==> src/rtl/kt_cmd_sequencer_pkg.sv <==
// Shared types and constants for the Knight command sequencer.
package kt_seq_pkg;

   typedef enum logic [2:0] {
      S_IDLE,
      S_LOAD,
      S_WAIT_EVT,
      S_SEND,
      S_WAIT_SENT,
      S_WAIT_RESP,
      S_DONE,
      S_ERR
   } state_t;

   typedef enum logic [1:0] {
      ERR_NONE     = 2'd0,
      ERR_TMO_EVT  = 2'd1,
      ERR_TMO_RESP = 2'd2,
      ERR_NAK      = 2'd3
   } err_code_t;

   localparam logic [7:0] POS_ACK = 8'hA5;
   localparam int         CMD_W   = 16;

endpackage

==> src/rtl/kt_cmd_sequencer_fifo.sv <==
// Synchronous FIFO with wrap-bit pointers; flush empties it in one cycle.
module seq_fifo #(
   parameter int WIDTH = 8,
   parameter int DEPTH = 8
) (
   input  logic                   clk,
   input  logic                   rst_n,
   input  logic                   push,
   input  logic [WIDTH-1:0]       wr_data,
   input  logic                   pop,
   output logic [WIDTH-1:0]       rd_data,
   input  logic                   flush,
   output logic                   full,
   output logic                   empty,
   output logic [$clog2(DEPTH):0] count
);

   localparam int AW = $clog2(DEPTH);
   localparam int PW = AW + 1;

   logic [PW-1:0]    wr_ptr_q, wr_ptr_d;
   logic [PW-1:0]    rd_ptr_q, rd_ptr_d;
   logic [WIDTH-1:0] mem_q [DEPTH];
   logic             do_push, do_pop;

   assign count   = wr_ptr_q - rd_ptr_q;
   assign empty   = (wr_ptr_q == rd_ptr_q);
   assign full    = (wr_ptr_q[AW] != rd_ptr_q[AW]) &&
                    (wr_ptr_q[AW-1:0] == rd_ptr_q[AW-1:0]);
   assign do_push = push && !full && !flush;
   assign do_pop  = pop && !empty && !flush;
   assign rd_data = mem_q[rd_ptr_q[AW-1:0]];

   always_comb begin
      wr_ptr_d = wr_ptr_q;
      rd_ptr_d = rd_ptr_q;
      if (flush) begin
         wr_ptr_d = '0;
         rd_ptr_d = '0;
      end else begin
         if (do_push) wr_ptr_d = wr_ptr_q + PW'(1);
         if (do_pop)  rd_ptr_d = rd_ptr_q + PW'(1);
      end
   end

   always_ff @(posedge clk or negedge rst_n) begin
      if (!rst_n) begin
         wr_ptr_q <= '0;
         rd_ptr_q <= '0;
      end else begin
         wr_ptr_q <= wr_ptr_d;
         rd_ptr_q <= rd_ptr_d;
      end
   end

   // Storage carries no reset; pointers alone define validity.
   always_ff @(posedge clk) begin
      if (do_push) mem_q[wr_ptr_q[AW-1:0]] <= wr_data;
   end

endmodule

==> src/rtl/kt_cmd_sequencer.sv <==
// Queued command sequencer: per entry, optionally wait on an event, send the
// command, wait for transmit completion, then check the response against ACK.
module kt_cmd_sequencer
   import kt_seq_pkg::*;
#(
   parameter int         DEPTH = 8,
   parameter int         TMO_W = 24,
   parameter int         N_EVT = 4,
   parameter logic [7:0] ACK   = POS_ACK
) (
   input  logic                         clk,
   input  logic                         rst_n,
   input  logic                         wr_en,
   input  logic [15:0]                  wr_cmd,
   input  logic [$clog2(N_EVT+1)-1:0]   wr_evt,
   input  logic [TMO_W-1:0]             wr_tmo,
   input  logic                         start,
   input  logic                         abort,
   input  logic [N_EVT-1:0]             evt,
   output logic [15:0]                  cmd,
   output logic                         send_cmd,
   input  logic                         cmd_sent,
   input  logic                         resp_rdy,
   input  logic [7:0]                   resp,
   output logic                         busy,
   output logic                         done,
   output logic                         err,
   output logic [1:0]                   err_code,
   output logic [$clog2(DEPTH)-1:0]     err_idx,
   output logic [7:0]                   err_resp,
   output logic [$clog2(DEPTH):0]       count,
   output logic                         overflow
);

   localparam int EVT_W = $clog2(N_EVT + 1);
   localparam int IW    = $clog2(DEPTH);
   localparam int ENT_W = CMD_W + EVT_W + TMO_W;

   state_t           state_q, state_d;
   logic [CMD_W-1:0] cmd_q, cmd_d;
   logic [EVT_W-1:0] evt_sel_q, evt_sel_d;
   logic [TMO_W-1:0] tmo_q, tmo_d;
   logic [TMO_W-1:0] timer_q, timer_d;
   logic [IW-1:0]    idx_q, idx_d;
   logic             err_q, err_d;
   err_code_t        err_code_q, err_code_d;
   logic [IW-1:0]    err_idx_q, err_idx_d;
   logic [7:0]       err_resp_q, err_resp_d;
   logic             overflow_q, overflow_d;

   logic [ENT_W-1:0] head;
   logic [CMD_W-1:0] head_cmd;
   logic [EVT_W-1:0] head_evt;
   logic [TMO_W-1:0] head_tmo;
   logic             fifo_full, fifo_empty, fifo_pop;
   logic             timer_expired;

   function automatic logic evt_hit(input logic [EVT_W-1:0] sel,
                                    input logic [N_EVT-1:0] ev);
      logic hit;
      hit = 1'b0;
      for (int k = 0; k < N_EVT; k++) begin
         if (sel == EVT_W'(k + 1)) hit = ev[k];
      end
      return hit;
   endfunction

   seq_fifo #(
      .WIDTH (ENT_W),
      .DEPTH (DEPTH)
   ) u_fifo (
      .clk     (clk),
      .rst_n   (rst_n),
      .push    (wr_en && !abort),
      .wr_data ({wr_cmd, wr_evt, wr_tmo}),
      .pop     (fifo_pop),
      .rd_data (head),
      .flush   (abort),
      .full    (fifo_full),
      .empty   (fifo_empty),
      .count   (count)
   );

   assign {head_cmd, head_evt, head_tmo} = head;

   // A zero timeout disables expiry entirely.
   assign timer_expired = (tmo_q != '0) && (timer_q == '0);

   always_comb begin
      state_d    = state_q;
      cmd_d      = cmd_q;
      evt_sel_d  = evt_sel_q;
      tmo_d      = tmo_q;
      idx_d      = idx_q;
      timer_d    = timer_q;
      err_d      = err_q;
      err_code_d = err_code_q;
      err_idx_d  = err_idx_q;
      err_resp_d = err_resp_q;
      fifo_pop   = 1'b0;
      send_cmd   = 1'b0;
      done       = 1'b0;
      overflow_d = overflow_q | (wr_en && fifo_full && !abort);

      if ((state_q == S_WAIT_EVT || state_q == S_WAIT_RESP) && timer_q != '0)
         timer_d = timer_q - TMO_W'(1);

      if (abort) begin
         state_d = S_IDLE;
      end else begin
         case (state_q)
            S_IDLE: begin
               if (start) begin
                  state_d    = S_LOAD;
                  err_d      = 1'b0;
                  err_code_d = ERR_NONE;
                  err_idx_d  = '0;
                  err_resp_d = '0;
                  idx_d      = '0;
               end
            end
            S_LOAD: begin
               if (fifo_empty) begin
                  state_d = S_DONE;
               end else begin
                  cmd_d     = head_cmd;
                  evt_sel_d = head_evt;
                  tmo_d     = head_tmo;
                  timer_d   = head_tmo;
                  state_d   = (head_evt == '0) ? S_SEND : S_WAIT_EVT;
               end
            end
            S_WAIT_EVT: begin
               if (evt_hit(evt_sel_q, evt)) begin
                  state_d = S_SEND;
               end else if (timer_expired) begin
                  state_d    = S_ERR;
                  err_d      = 1'b1;
                  err_code_d = ERR_TMO_EVT;
                  err_idx_d  = idx_q;
               end
            end
            S_SEND: begin
               send_cmd = 1'b1;
               state_d  = S_WAIT_SENT;
            end
            S_WAIT_SENT: begin
               if (cmd_sent) begin
                  timer_d = tmo_q;
                  state_d = S_WAIT_RESP;
               end
            end
            S_WAIT_RESP: begin
               // A response landing on the expiry cycle still wins.
               if (resp_rdy) begin
                  fifo_pop = 1'b1;
                  if (resp == ACK) begin
                     idx_d   = idx_q + IW'(1);
                     state_d = S_LOAD;
                  end else begin
                     state_d    = S_ERR;
                     err_d      = 1'b1;
                     err_code_d = ERR_NAK;
                     err_idx_d  = idx_q;
                     err_resp_d = resp;
                  end
               end else if (timer_expired) begin
                  state_d    = S_ERR;
                  err_d      = 1'b1;
                  err_code_d = ERR_TMO_RESP;
                  err_idx_d  = idx_q;
               end
            end
            S_DONE: begin
               done    = 1'b1;
               state_d = S_IDLE;
            end
            S_ERR: begin
               state_d = S_IDLE;
            end
            default: begin
               state_d = S_IDLE;
            end
         endcase
      end
   end

   always_ff @(posedge clk or negedge rst_n) begin
      if (!rst_n) begin
         state_q    <= S_IDLE;
         cmd_q      <= '0;
         evt_sel_q  <= '0;
         tmo_q      <= '0;
         timer_q    <= '0;
         idx_q      <= '0;
         err_q      <= 1'b0;
         err_code_q <= ERR_NONE;
         err_idx_q  <= '0;
         err_resp_q <= '0;
         overflow_q <= 1'b0;
      end else begin
         state_q    <= state_d;
         cmd_q      <= cmd_d;
         evt_sel_q  <= evt_sel_d;
         tmo_q      <= tmo_d;
         timer_q    <= timer_d;
         idx_q      <= idx_d;
         err_q      <= err_d;
         err_code_q <= err_code_d;
         err_idx_q  <= err_idx_d;
         err_resp_q <= err_resp_d;
         overflow_q <= overflow_d;
      end
   end

   assign cmd      = cmd_q;
   assign busy     = (state_q != S_IDLE);
   assign err      = err_q;
   assign err_code = err_code_q;
   assign err_idx  = err_idx_q;
   assign err_resp = err_resp_q;
   assign overflow = overflow_q;

endmodule

==> config.mk <==
export PLATFORM = sky130hd
export DESIGN_NAME = kt_cmd_sequencer
export DESIGN_NICKNAME = d
export VERILOG_FILES = /design/src/rtl/kt_cmd_sequencer_pkg.sv /design/src/rtl/kt_cmd_sequencer_fifo.sv /design/src/rtl/kt_cmd_sequencer.sv
export SDC_FILE = /design/constraint.sdc
export NUM_CORES = 1
export LEC_CHECK = 0
export BUFFER_PORTS_ARGS = -buffer_cell sky130_fd_sc_hd__buf_2
export CAP_MARGIN = 10
export CORE_MARGIN = 2
export CORE_UTILIZATION = 50
export CTS_CLUSTER_DIAMETER = 200
export CTS_CLUSTER_SIZE = 28
export DETAILED_ROUTE_END_ITERATION = 10
export PLACE_DENSITY = 0.73
export SLEW_MARGIN = 30
export SYNTH_ARGS = -nofsm -noshare
export SYNTH_HDL_FRONTEND = slang
export SYNTH_SLANG_ARGS = --single-unit
==> constraint.sdc <==
create_clock -name clk -period 5.8 [get_ports clk]
set_input_delay 0.87 -clock clk [delete_from_list [all_inputs] [get_ports clk]]
set_output_delay 0.87 -clock clk [all_outputs]
set_load 0.01 [all_outputs]
* Yosys cells after proc, flatten, opt, wreduce, memory -nomap -nowiden
Memories as Yosys holds them, arrays and structs flattened.
Index checks and enable logic that the tools add are counted.
** Cells by class
- Add/subtract/negate cells :: 5
- Eq/ne operators :: 25
- Muxes and demuxes :: 60
- Bitwise logic cells :: 3
- Reductions and logical operators :: 31
** Operator list (count)
- $mux W24 :: 4
- $pmux W24 S2 :: 1
- $reduce_bool A24 Y1 :: 2
- $mux W3 :: 15
- $logic_not A24 Y1 :: 1
- $mux W8 :: 3
- $sub A24 B1 Y24 const B :: 1
- $mux W1 :: 21
- $pmux W3 S7 :: 1
- $mux W4 :: 4
- $pmux W8 S2 :: 1
- $eq A3 B3 Y1 const B :: 5
- $reduce_and A5 Y1 :: 3
- $eq A3 B2 Y1 const B :: 4
- $mux W2 :: 6
- $ne A3 B3 Y1 const B :: 4
- $logic_and A1 B1 Y1 :: 10
- $ne A2 B2 Y1 const B :: 5
- $pmux W3 S3 :: 1
- $add A4 B1 Y4 const B :: 2
- $eq A8 B8 Y1 const B :: 1
- $reduce_and A7 Y1 :: 1
- $eq A3 B1 Y1 const B :: 2
- $logic_not A3 Y1 :: 2
- other kinds (18) :: 24
** Word-level totals
- Bits in registers :: 96
- RAM bits :: 344
- Memories kept :: 1
** Memories
- u_fifo.mem_q :: words 8, bits a word 43, rd ports 1, clocked after memory_dff 0, wr ports 1, RTL line kt_cmd_sequencer_fifo.sv:23 : logic [WIDTH-1:0] mem_q [DEPTH];

* Depth between registers and ports, before layout
- Word-level depth :: 10
- Gate-level depth with buffers :: 13

* Cells and area by module
From an unflattened synthesis, not the netlist that was laid out.
** Second synthesis, totals
- Cell total of the unflattened synthesis :: 1053
- Area total of the unflattened synthesis :: 17958.5 sq um
** By module, submodules not included
- seq_fifo :: instances 1, cells an instance 658, area each 13520.5 sq um
- kt_cmd_sequencer :: instances 1, cells an instance 395, area each 4438.0 sq um

* Worst setup path before layout
No wires, ideal clock.
- Kind :: register -> register
- Start point :: register u_fifo.rd_ptr_q[1]
- End point :: memory u_fifo.mem_q[1][0] in the netlist's numbering (enable)
- Setup time :: 497 ps
- Arrival time :: 5623 ps
- Required time :: 5303 ps
- Slack :: -319 ps
- Cell stages (with the launch flop) :: 12
- Path buffers :: 4
- Clock period less this slack :: 6119 ps
- Path through :: dfrtp_1 -> buf_2 -> buf_2 -> clkbuf_1 -> clkinv_1 -> clkbuf_1 -> ha_1 -> nand3_1 -> nor2_1 -> nor3_1 -> nand2_1 -> nor3_1
** Between the ends
- Longest elaborated chain between the ends :: 7
** Ends and longest elaborated chain
- start: declaration :: RTL line kt_cmd_sequencer_fifo.sv:22 : logic [PW-1:0] rd_ptr_q, rd_ptr_d;
- start signal: assignment :: RTL line kt_cmd_sequencer_fifo.sv:52 : rd_ptr_q <= rd_ptr_d;
- $eq A3 B3 Y1 :: RTL line kt_cmd_sequencer_fifo.sv:29 : (wr_ptr_q[AW-1:0] == rd_ptr_q[AW-1:0]);
- $logic_and A1 B1 Y1 :: RTL line kt_cmd_sequencer_fifo.sv:28 : assign full = (wr_ptr_q[AW] != rd_ptr_q[AW]) &&
- $logic_not A1 Y1 :: RTL line kt_cmd_sequencer_fifo.sv:30 : assign do_push = push && !full && !flush;
- $logic_and A1 B1 Y1 (2 in a row) :: RTL line kt_cmd_sequencer_fifo.sv:30
- $mux W1 :: RTL line kt_cmd_sequencer_fifo.sv:58 : if (do_push) mem_q[wr_ptr_q[AW-1:0]] <= wr_data;
- $mux W1 (implied by the code) :: RTL line kt_cmd_sequencer_fifo.sv:58
- end: declaration :: RTL line kt_cmd_sequencer_fifo.sv:23
Every way passes these cells.

* Worst setup path after layout
- Start point :: register u_fifo.rd_ptr_q[1]
- End point :: memory u_fifo.mem_q[3][23] in the netlist's numbering (enable)
The elaborated chain is that of the path after synthesis.

==> results_dict.tcl <==
set metrics [dict create \
    detailedRoute.firstPassIterationCount 4 \
    max_clock_buf_depth 3 \
    clock_tree_from_tritoncts "done" \
    cp_slowest_stage_delay_ps 710 \
    post_synth_main_area_contributors "sky130_fd_sc_hd__edfxtp_1 59%, sky130_fd_sc_hd__dfrtp_1 14%, sky130_fd_sc_hd__mux4_2 11%" \
    synth-async-reset-ratio 0.2182 \
    tightest_slew_ps 921.0 \
    postSynthCellCount 1046 \
    cts.repair_timing.setup_buffer_count 0 \
    fp.dieArea_um2 36700 \
    worst-endpoint-required_ps 6000 \
    kind_of_critical_path "flip-flop to flip-flop" \
    final.setup.tns_ps 0 \
    post_synth_mux_area_share 0.1136 \
    synth_top_family_by_area "multiplexers" \
    grt_max_degree 75 \
    postSynthNetCount 1117 \
    setup.worst_path.end_class "flip-flop" \
    cts.sink_count 440 \
    synth_compound_area_frac 0.06011 \
    finish.utilization 0.5558 \
    powerDensity_nw_per_um2 321.1 \
    die_height_um 191.6 \
    period_utilization 0.6909 \
    top_level_ports 100 \
    synthXorXnorAreaFrac 0.01394 \
    syn_area_per_cell_um2 16.82 \
    post_cts_resized 0 \
    dr_total_vias 9246 \
    final_hold_viol_count 0 \
    grt_pass1_wl_um 53260 \
    crit_chain "clkinv_1 > ha_1 > nand3_1 > nor2_1 > nor3_1 > nand2_1 > nor2_4 > buf_4" \
    path_buf_inv 2 \
    place_hpwl_um 20590 \
    depth_of_the_cts_h_tree 1 \
    root_driver "sky130_fd_sc_hd__clkbuf_16" \
    post_synth_and_or_nand_nor_area_fraction 0.06580 \
    max-vdd-ir-drop_mv 0.2456 \
    grt_util_all_layers 0.1896 \
    leakage_nw 6.601 \
    synth_adder_area_share 0.006829 \
    antenna_violating_nets_post_route 0 \
    synth.ff_latch_count 440 \
    clock_latency_at_the_later_pin_of_the_worst_skew_pair_ps 540 \
    inserted_clock_buffers 19 \
    max_freq_mhz 249.5 \
    gp_routability_congestion 0.8333 \
    cp_max_fo 24 \
    drt-total-wl_um 33810 \
    netlist-cell-type-count 61 \
    timing.hold.worst.class "input pin to asynchronous set/reset pin" \
    synth.top_cell.area_share 0.5873 \
    initialDrtViolationCount 848 \
    rows 68 \
    finalCriticalPeriod_ps 4007 \
    drc 0 \
    report.final.slew_viol_count 0 \
    ys_seq_area_frac 0.7239 \
    gr-total-overflow 0 \
    synthFlopType "sky130_fd_sc_hd__edfxtp_1" \
    outcome "finished clean" \
    path_clk_slew_ps 120 \
    area_delta_synth_final_pct 9.425 \
    rsz0062_at_grt "false" \
    worst_path_dominant_cell_family "simple AND/OR/NAND/NOR gates" \
    place.port_buffers 99 \
    start_kind "flip-flop" \
    mean_routed_wirelength_per_cell_um 21.06 \
    finClkSkew_ps 21.01 \
    design_power_total_mw 6.181 \
    synth_top_area_cell "sky130_fd_sc_hd__edfxtp_1" \
    number_of_enable_flip_flop_cells_after_synthesis 344 \
    fin_nets 1204 \
    first_global_vias 9230 \
    final_layout_size_suffix_gt1_frac 0.2182 \
    cap_viol_max_count 0 \
    setup_viol_count_final 0 \
    die-width_um 191.6 \
    holdBufCountCts 0 \
    floorplan.initialDensity 0.5079 \
    finished_cell_area_um2 19250 \
    count_of_yosys_warnings_during_synthesis 0 \
    route.detailed.vias_per_inst 5.761 \
    synthesis.area_um2 17590 \
    number_of_antenna_violations_at_the_first_check_in_global_routing 6 \
    floorplan.core_area_um2 34630 \
    detailed_place.area_um2 18700 \
    worst_slew_margin_relative_to_its_limit 0.3840 \
    crit_path_top_delay_cell "sky130_fd_sc_hd__nor2_4" \
    worst_ep_arrival_time_ps 4210 \
]
-- layout make-up --
type / instances / area (µm²)
inverters: 20 / 75.07
repair buffers: 116 / 645.6
clock inverters: 2 / 17.52
clock buffers: 32 / 524.3
flip-flops and latches: 440 / 12740
fillers: 2661 / 15380
multi-input cells: 536 / 4664
well taps: 455 / 569.3
diodes: 4 / 10.01
-- stage by stage --
stage / instances / worst slack, ps / hold slack (ps)
2_1_floorplan: 1046 / 830.9 / 470.0
3_3_place_gp: 1567 / 1886 / 445.3
3_5_place_dp: 1567 / 1767 / 477.6
4_1_cts: 1601 / 1718 / 264.7
5_1_grt: 1603 / 1446 / 280.9
6_report: 1605 / 1793 / 264.8
-- path summary, 6_finish.rpt --
check,startpoint,end,slack [ps],depth (start not counted)
min in group clk,overflow,overflow,510,2
max reg2reg,u_fifo.rd_ptr_q[1],u_fifo.mem_q[3][23],1790,8
min reg2reg,overflow,overflow,510,2
max in group asynchronous,rst_n,tmo_q[9],4310,2
max,u_fifo.rd_ptr_q[1],u_fifo.mem_q[3][23],1790,8
min,rst_n,u_fifo.rd_ptr_q[3],260,1
-- cell usage after synthesis, drive strengths merged, types with 2 or more instances --
master	number
edfxtp	344
nand2	112
dfrtp	96
mux4	86
a21oi	54
nor2	51
o21ai	33
clkbuf	31
a21o	26
a31oi	20
buf	19
inv	18
xor2	18
nor3	16
a22o	11
nor4	11
xnor2	10
ha	8
nand3	8
nand3b	6
mux2i	5
nand2b	5
nand4	4
o211ai	4
o22ai	4
or3	4
a211oi	3
and2	3
nor2b	3
or4	3
a22oi	2
a311oi	2
clkinv	2
nand4b	2
nor3b	2
nor4bb	2
or3b	2
or4bb	2
-- cell families (layout without fill, tap and decap cells) --
logic type / Yosys count / in the layout
XOR/XNOR: 28 / 28
other: 0 / 4
adder cells (fa/ha/maj): 9 / 9
AND/OR/NAND/NOR: 240 / 240
AO/OA/AOI/OAI: 167 / 167
flip-flops: 440 / 440
buffers and inverters: 70 / 170
multiplexers: 92 / 92
-- registers in the layout (all words and copies together), names as in the netlist --
signal / flops
overflow: 1
cmd: 16
u_fifo.mem_q: 344
evt_sel_q: 3
err: 1
state_q: 3
idx_q: 3
err_code: 2
err_idx: 3
u_fifo.wr_ptr_q: 4
tmo_q: 24
err_resp: 8
timer_q: 24
u_fifo.rd_ptr_q: 4
-- metal layers --
metal | track usage | routed length (µm) | share of wire
met5 | 0 | 25 | 0.00074
met4 | 0.03284 | 491 | 0.015
met3 | 0.02901 | 1876 | 0.055
met2 | 0.3089 | 16370 | 0.48
met1 | 0.2778 | 15040 | 0.44
-- report_power, final --
group | internal, mW | leakage (nW) | switching, mW
Sequential | 3.67 | 4.31 | 0.224
Combinational | 0.345 | 2.03 | 0.415
Clock | 0.634 | 0.259 | 0.896
-- worst register-to-register path, delay by kind of cell (launching register included) --
kind / cells / cell delay (ps)
buf+inv: 2 / 950
simple gates: 5 / 1740
fa+ha+maj: 1 / 540
flops: 1 / 430
-- placed cells by master, fill, tap and decap left out, types with 4 or more instances in the layout --
master / n
sky130_fd_sc_hd__edfxtp_1: 344
sky130_fd_sc_hd__nand2_1: 112
sky130_fd_sc_hd__buf_2: 98
sky130_fd_sc_hd__dfrtp_1: 93
sky130_fd_sc_hd__mux4_2: 86
sky130_fd_sc_hd__a21oi_1: 54
sky130_fd_sc_hd__nor2_1: 43
sky130_fd_sc_hd__o21ai_0: 28
sky130_fd_sc_hd__a21o_1: 26
sky130_fd_sc_hd__a31oi_1: 20
sky130_fd_sc_hd__clkbuf_16: 19
sky130_fd_sc_hd__inv_1: 18
sky130_fd_sc_hd__xor2_1: 18
sky130_fd_sc_hd__buf_4: 15
sky130_fd_sc_hd__clkbuf_1: 13
sky130_fd_sc_hd__nor3_1: 12
sky130_fd_sc_hd__a22o_1: 11
sky130_fd_sc_hd__xnor2_1: 10
sky130_fd_sc_hd__nor4_1: 9
sky130_fd_sc_hd__nand3_1: 8
sky130_fd_sc_hd__ha_1: 8
sky130_fd_sc_hd__nor2_4: 7
sky130_fd_sc_hd__nand3b_1: 6
sky130_fd_sc_hd__mux2i_1: 5
sky130_fd_sc_hd__o21ai_1: 5
sky130_fd_sc_hd__diode_2: 4
sky130_fd_sc_hd__or3_1: 4
sky130_fd_sc_hd__o211ai_1: 4
sky130_fd_sc_hd__o22ai_1: 4
sky130_fd_sc_hd__nand2b_1: 4
sky130_fd_sc_hd__nand4_1: 4
(Power assumes the default switching activity.)
